[src/rtl/mult_pkg.sv]
// Shared definitions for the sequential shift-and-add multiplier.
package mult_pkg;

  // Controller state encoding (2-bit).
  typedef enum logic [1:0] {
    ST_IDLE = 2'd0,
    ST_LOAD = 2'd1,
    ST_CALC = 2'd2,
    ST_DONE = 2'd3
  } state_t;

  // Width of the per-bit iteration counter; one bit minimum.
  function automatic int cnt_w(input int n);
    return (n < 2) ? 1 : $clog2(n);
  endfunction

endpackage

[src/rtl/shift_left_pipo_reg.sv]
// Parallel-in/parallel-out register that shifts left by one when enabled.
// Synchronous load has priority over shift.
module shift_left_pipo_reg #(
  parameter int W = 10
) (
  input  logic         clk,
  input  logic         rst,
  input  logic         load,
  input  logic         shift_en,
  input  logic [W-1:0] d,
  output logic [W-1:0] q
);

  // Load, shift left with zero fill, or hold.
  always_ff @(posedge clk or posedge rst) begin
    if (rst) begin
      q <= '0;
    end else if (load) begin
      q <= d;
    end else if (shift_en) begin
      q <= {q[W-2:0], 1'b0};
    end
  end

endmodule

[src/rtl/shift_add_mult_ctrl.sv]
// Control and accumulate stage of the shift-and-add multiplier. Drives the
// external operand right-shift register (load_q/shift_en), reads back its
// LSB and zero flag, shifts a copy of the multiplicand left and accumulates
// the 2N-bit product.
//
// Handshake: start is sampled only in IDLE. The accepted edge raises busy,
// which stays high through the one-cycle done pulse and drops in the
// following IDLE cycle. P is valid from the done cycle and holds until the
// next accepted start. start while busy is ignored.
module shift_add_mult_ctrl
  import mult_pkg::*;
#(
  parameter int N = 5
) (
  input  logic           clk,
  input  logic           rst,
  input  logic           start,
  input  logic [N-1:0]   A,
  input  logic           q_lsb,
  input  logic           q_zero,
  output logic           load_q,
  output logic           shift_en,
  output logic           busy,
  output logic           done,
  output logic [2*N-1:0] P
);

  localparam int CW = cnt_w(N);
  localparam logic [CW-1:0] LAST = CW'(N - 1);

  state_t          state;
  logic [CW-1:0]   count;
  logic [2*N-1:0]  mcand;
  logic [2*N-1:0]  p_acc;
  logic            mc_load;
  logic            mc_shift;

  // Capture the multiplicand on the accepted start; shift it on every
  // productive CALC cycle, in lockstep with the operand register.
  assign mc_load  = (state == ST_IDLE) && start;
  assign mc_shift = (state == ST_CALC) && !q_zero;

  // shift_en must stop in the very cycle the operand register reads zero,
  // so it is the one output that combines state with the q_zero flag.
  assign shift_en = mc_shift;
  assign P        = p_acc;

  shift_left_pipo_reg #(
    .W (2 * N)
  ) u_mcand (
    .clk      (clk),
    .rst      (rst),
    .load     (mc_load),
    .shift_en (mc_shift),
    .d        ({{N{1'b0}}, A}),
    .q        (mcand)
  );

  // Controller FSM, iteration counter, accumulator and registered strobes.
  always_ff @(posedge clk or posedge rst) begin
    if (rst) begin
      state  <= ST_IDLE;
      count  <= '0;
      p_acc  <= '0;
      load_q <= 1'b0;
      busy   <= 1'b0;
      done   <= 1'b0;
    end else begin
      load_q <= 1'b0;
      done   <= 1'b0;
      case (state)
        ST_IDLE: begin
          if (start) begin
            p_acc  <= '0;
            load_q <= 1'b1;
            busy   <= 1'b1;
            state  <= ST_LOAD;
          end
        end
        ST_LOAD: begin
          count <= '0;
          busy  <= 1'b1;
          state <= ST_CALC;
        end
        ST_CALC: begin
          busy <= 1'b1;
          if (q_zero) begin
            // Remaining operand bits are all zero: nothing left to add.
            done  <= 1'b1;
            state <= ST_DONE;
          end else begin
            if (q_lsb) begin
              p_acc <= p_acc + mcand;
            end
            if (count == LAST) begin
              done  <= 1'b1;
              state <= ST_DONE;
            end else begin
              count <= count + 1'b1;
            end
          end
        end
        ST_DONE: begin
          busy  <= 1'b0;
          state <= ST_IDLE;
        end
        default: begin
          busy  <= 1'b0;
          state <= ST_IDLE;
        end
      endcase
    end
  end

endmodule

[config.mk]
export PLATFORM = sky130hd
export DESIGN_NAME = shift_add_mult_ctrl
export DESIGN_NICKNAME = d
export VERILOG_FILES = /design/src/rtl/mult_pkg.sv /design/src/rtl/shift_left_pipo_reg.sv /design/src/rtl/shift_add_mult_ctrl.sv
export SDC_FILE = /design/constraint.sdc
export NUM_CORES = 1
export LEC_CHECK = 0
export CORE_ASPECT_RATIO = 1.2
export CORE_MARGIN = 1.5
export CORE_UTILIZATION = 55
export DETAILED_ROUTE_END_ITERATION = 7
export PLACE_DENSITY = 0.8
export SLEW_MARGIN = 20
export SYNTH_ARGS = -nofsm -noshare
export SYNTH_HDL_FRONTEND = slang
export SYNTH_HIERARCHICAL = 1
export SYNTH_SLANG_ARGS = --single-unit
export TNS_END_PERCENT = 30
[constraint.sdc]
create_clock -name clk -period 3.9 [get_ports clk]
set_clock_uncertainty 0.15 [all_clocks]
set_input_delay 0.975 -clock clk [delete_from_list [all_inputs] [get_ports clk]]
set_output_delay 0.975 -clock clk [all_outputs]
set_load 0.01 [all_outputs]
Yosys cells after proc, flatten, opt, wreduce, memory -nomap -nowiden
Cells that the tools add are included.
Storage, ports and cells
  flip-flop bits (word level): 28
  input port bits: 10
  output and inout bits: 14
  word-level logic and storage cells: 49
Operators by class
  $add $sub $neg: 2
  eq/ne operators: 9
  muxes and demuxes: 20
  reduce and logical (&&, ||, !) cells: 11
Operator list (number)
  $mux 10: 5
  $pmux 10 s2: 1
  $add 10x10->10: 1
  $ne 2x2->1 const B: 4
  $pmux 2 s4: 1
  $mux 1: 6
  $mux 2: 3
  $mux 3: 2
  $pmux 3 s2: 1
  $reduce_bool 2->1: 3
  $eq 2x2->1 const B: 2
  $reduce_and 4->1: 1
  $add 3x1->3 const B: 1
  $eq 3x3->1 const B: 1
  $ne 3x2->1 const B: 1
  $pmux 1 s3: 1
  $reduce_and 3->1: 1
  $eq 2x1->1 const B: 1
  $logic_and 1x1->1: 2
  $logic_not 2->1: 1
  $reduce_and 2->1: 1
  $reduce_or 2->1: 1
  $logic_not 1->1: 1

Longest topological paths before layout
  depth after elaboration: 4
  depth in mapped cells: 8
  gate-level depth less buffers: 8

Hierarchy
The synthesis kept the hierarchy.
Modules (own cells, without submodules)
  shift_add_mult_ctrl: instances 1, cells each 145, area an instance 1321.3 um^2
  shift_left_pipo_reg: instances 1, cells each 44, area an instance 467.9 um^2

Worst setup path before layout
No wires, ideal clock.
  path kind: input to output
  start: in q_zero
  end: out shift_en
  arrival time: 1214 ps
  data required time: 2775 ps
  slack: 1561 ps
  stages on the path: 1
  buffers on the path: 0
  cell sequence: nor2b_1
On the way
  longest elaborated chain between the ends: 2
Ends and longest elaborated chain
  start: declaration: line shift_add_mult_ctrl.sv:20  | input logic q_zero,
  $logic_not 1->1: line shift_add_mult_ctrl.sv:41  | assign mc_shift = (state == ST_CALC) && !q_zero;
  $logic_and 1x1->1: line shift_add_mult_ctrl.sv:41
  end: declaration: line shift_add_mult_ctrl.sv:22  | output logic shift_en,
Every way passes these cells.

Final worst setup path
  start: reg state[0]
  end: out shift_en
On the way
  longest elaborated chain between the ends: 2
Ends and longest elaborated chain
  start: declaration: line shift_add_mult_ctrl.sv:31  | state_t state;
  start signal: assignment: line shift_add_mult_ctrl.sv:62  | state <= ST_IDLE;
  start signal: assignment: line shift_add_mult_ctrl.sv:77  | state <= ST_LOAD;
  start signal: assignment: line shift_add_mult_ctrl.sv:83  | state <= ST_CALC;
  $eq 2x2->1: line shift_add_mult_ctrl.sv:41
  $logic_and 1x1->1: line shift_add_mult_ctrl.sv:41
Every way passes these cells.

==> flow_summary.yaml <==
yosys:
  postSynthAreaPerCell_sq_um: 9.47
  synthAdderAreaFrac: 0.116
  synth_xor_area_frac: 0.0196
  synthMuxAreaShare: 0.0559
  synthTopCellsByArea: "dfrtp_1 (39%), ha_1 (10%), nand2_1 (5.9%)"
  synth_top_cell_by_area: "dfrtp_1"
  yosysWarnings: 6
  synth_compound_area_frac: 0.174
  ys.flop_type: "dfrtp_1"
  synth_top_family_by_area: "simple AND/OR/NAND/NOR gates"
  synth_edf_count: 0
  yosys.area_share.simple: 0.183
  synth_top_area_frac: 0.392
  synth-seq-cells: 28
  synth_area_sq_mm: 0.00179
  synthDistinctLibCells: 44
  yosysSeqAreaShare: 0.392
  synthArstFlopShare: 1.00
  netlist_instances: 189
setup_path:
  cp_max_fo: 17
  path_class: "reg -> out"
  ff2ff_setup_slack_ns: 1.41
  crit_path_start: "state[0]"
  reg2reg_from: "state[0]"
  arrival_ns: 2.21
  required_ns: 2.77
  ff2ff_path_depth: 7
  crit_path_end: "shift_en"
  startpoint_type: "flop"
  cp-end-kind: "primary output"
  regToRegEndpoint: "P[9]"
pwr:
  power_frac_clock: 0.125
  seq_power_share: 0.323
  powerDensity_mw_per_mm2: 746
  power_frac_comb: 0.552
  p_sw_frac: 0.427
  p_switching_uw: 662
  irDropWorstVdd_uv: 557
  internal_power_uw: 888
  power.leakage_nw: 0.955
route:
  drt-total-wl_um: 3810
  wl_per_cell_um: 15.2
  postRouteAntennaNets: 0
  vias_per_cell: 5.62
  drt_iter0_markers: 40
  drtPass1Iterations: 4
  vias: 1411
  drc: 0
sta:
  slew_headroom: 0.498
  maxSlewViolCount: 0
  max_freq_ghz: 0.299
  tns_ns: 0
  rsz0062_at_grt: "false"
  max_slew.worst_pin.slew_ns: 0.752
  setup_slack_ns: 0.561
  fin_hold_ws_ns: 0.364
  setup_viol: 0
  fin_crit_ns: 3.34
  period_share: 0.856
  hold_violations: 0
cts:
  cts_htree_levels: 1
  cts-root-buf: "clkbuf_4"
  holdBufCountCts: 0
  post_cts_buffers: 0
  clk_latency_ns: 0.33
  ctsResizeCount: 0
  cts_buffers: 3
  cts_sinks: 28
  clk_pin_slew_ns: 0.16
  cts_buffer_depth: 2
  cts_tree: "yes"
final_layout:
  area_delta_synth_final_pct: 16.1
  instances_no_fill: 251
  fill_cells: 250
  design_area_sq_mm: 0.00208
  n_antenna_cell: 0
  drive_gt1_frac: 0.0744
  nets: 242
place:
  post-place-ws_ns: 0.642
  gp_congestion: 0.828
  postPlaceCellArea_sq_mm: 0.00202
  numPlacedInstances: 247
  placement.io_buffers: 23
  dp_hpwl_um: 2860
die:
  io_pins: 24
  die-height_um: 65.5
  coreArea_sq_mm: 0.00308
  die_area_sq_mm: 0.00361
  die_x_um: 55.1
  start_util: 0.580
  placement_rows: 22
hold_path:
  hp-class: "reg -> reg"
  whs_path_depth: 1
  min-delay-start: "count[2]"
global_routing:
  grt_pass1_wl_um: 6240
  grt_max_degree: 22
  antenna_found_initial: 0
  globalRouteOverflowTotal: 0
  grt_pass1_vias: 1423
  grt_use_total: 0.238
outcome:
  status: "finished, final reports clean"
run:
  drv_cap: 0
cell families after synthesis:
group | Yosys count
AOI/OAI and AO/OA | 46
xor gates and xnor gates | 4
adders and majority gates | 16
buffers and inverters | 17
DFF | 28
muxes | 10
other | 1
and+or+nand+nor | 67
worst max-delay path, stage by stage, from the launching register on:
cell and delay (ns):
dfrtp_1 0.44, inv_1 0.10, ha_1 0.54, nor2b_1 0.25, clkdlybuf4s50_1 0.56
cells in the mapped netlist (all sizes together), types with 2 or more instances:
master	count
nand2b	2
or2	2
nand2	28
xnor2	2
mux2i	10
inv	11
and2	3
nor2b	5
a211oi	2
o21a	3
nor2	8
nor3	4
buf	5
nand3	10
o21ai	20
a211o	2
a21o	2
dfrtp	28
nand4	2
a21oi	9
ha	15
xor2	2
worst min path at each step:
stage / end / slack [ns]
finish: count[2] / 0.36
global route: count[2] / 0.38
CTS: count[2] / 0.36
detailed placement: count[2] / 0.33
global placement: count[2] / 0.33
floorplan: count[2] / 0.30
power by group through the flow:
stage	registers (mW)	logic [mW]	clock network [mW]
detailed placement	0.508	0.846	0
global route	0.515	0.952	0.207
CTS	0.502	0.856	0.199
floorplan	0.499	0.637	0
finish	0.501	0.855	0.193
global placement	0.501	0.806	0
registers in the layout, summed over array words and instances, names as in the netlist:
register / cells
done: 1
P: 10
state: 2
u_mcand/q: 10
load_q: 1
count: 3
busy: 1
layout make-up:
type | instances | area (sq um) | share of cell area
clock buffer | 3 | 22.5 | 0.0108
clock inverter | 1 | 30.0 | 0.0145
inverter | 11 | 41.3 | 0.0199
multi-input combinational | 148 | 1000 | 0.481
sequential | 28 | 701 | 0.337
tap | 36 | 45.0 | 0.0217
timing repair buffer | 24 | 238 | 0.114
cells in the final DEF, fill, tap and decap left out, types with 3 or more instances in the layout:
cell / n
dfrtp_1: 28
nand2_1: 28
clkdlybuf4s50_1: 23
ha_1: 15
inv_1: 11
nand3_1: 10
o21ai_0: 10
mux2i_1: 10
o21ai_1: 10
a21oi_1: 8
nor2_1: 8
conb_1: 5
nor2b_1: 4
nor3_1: 4
o21a_1: 3
clkbuf_4: 3
layer usage:
metal  track usage  wire, um  up-vias
li1              -         -      705
met2         0.438      2130       26
met3        0.0227        93        4
met5             0         0        -
met1         0.282      1550      676
met4        0.0671        43        0
per-stage QoR:
step | power [mW] | utilization
global placement | 1.31 | 0.657
detailed placement | 1.35 | 0.657
CTS | 1.56 | 0.674
finish | 1.55 | 0.674
global route | 1.67 | 0.674
floorplan | 1.14 | -
No activity file was read; power rests on OpenSTA's default activity.
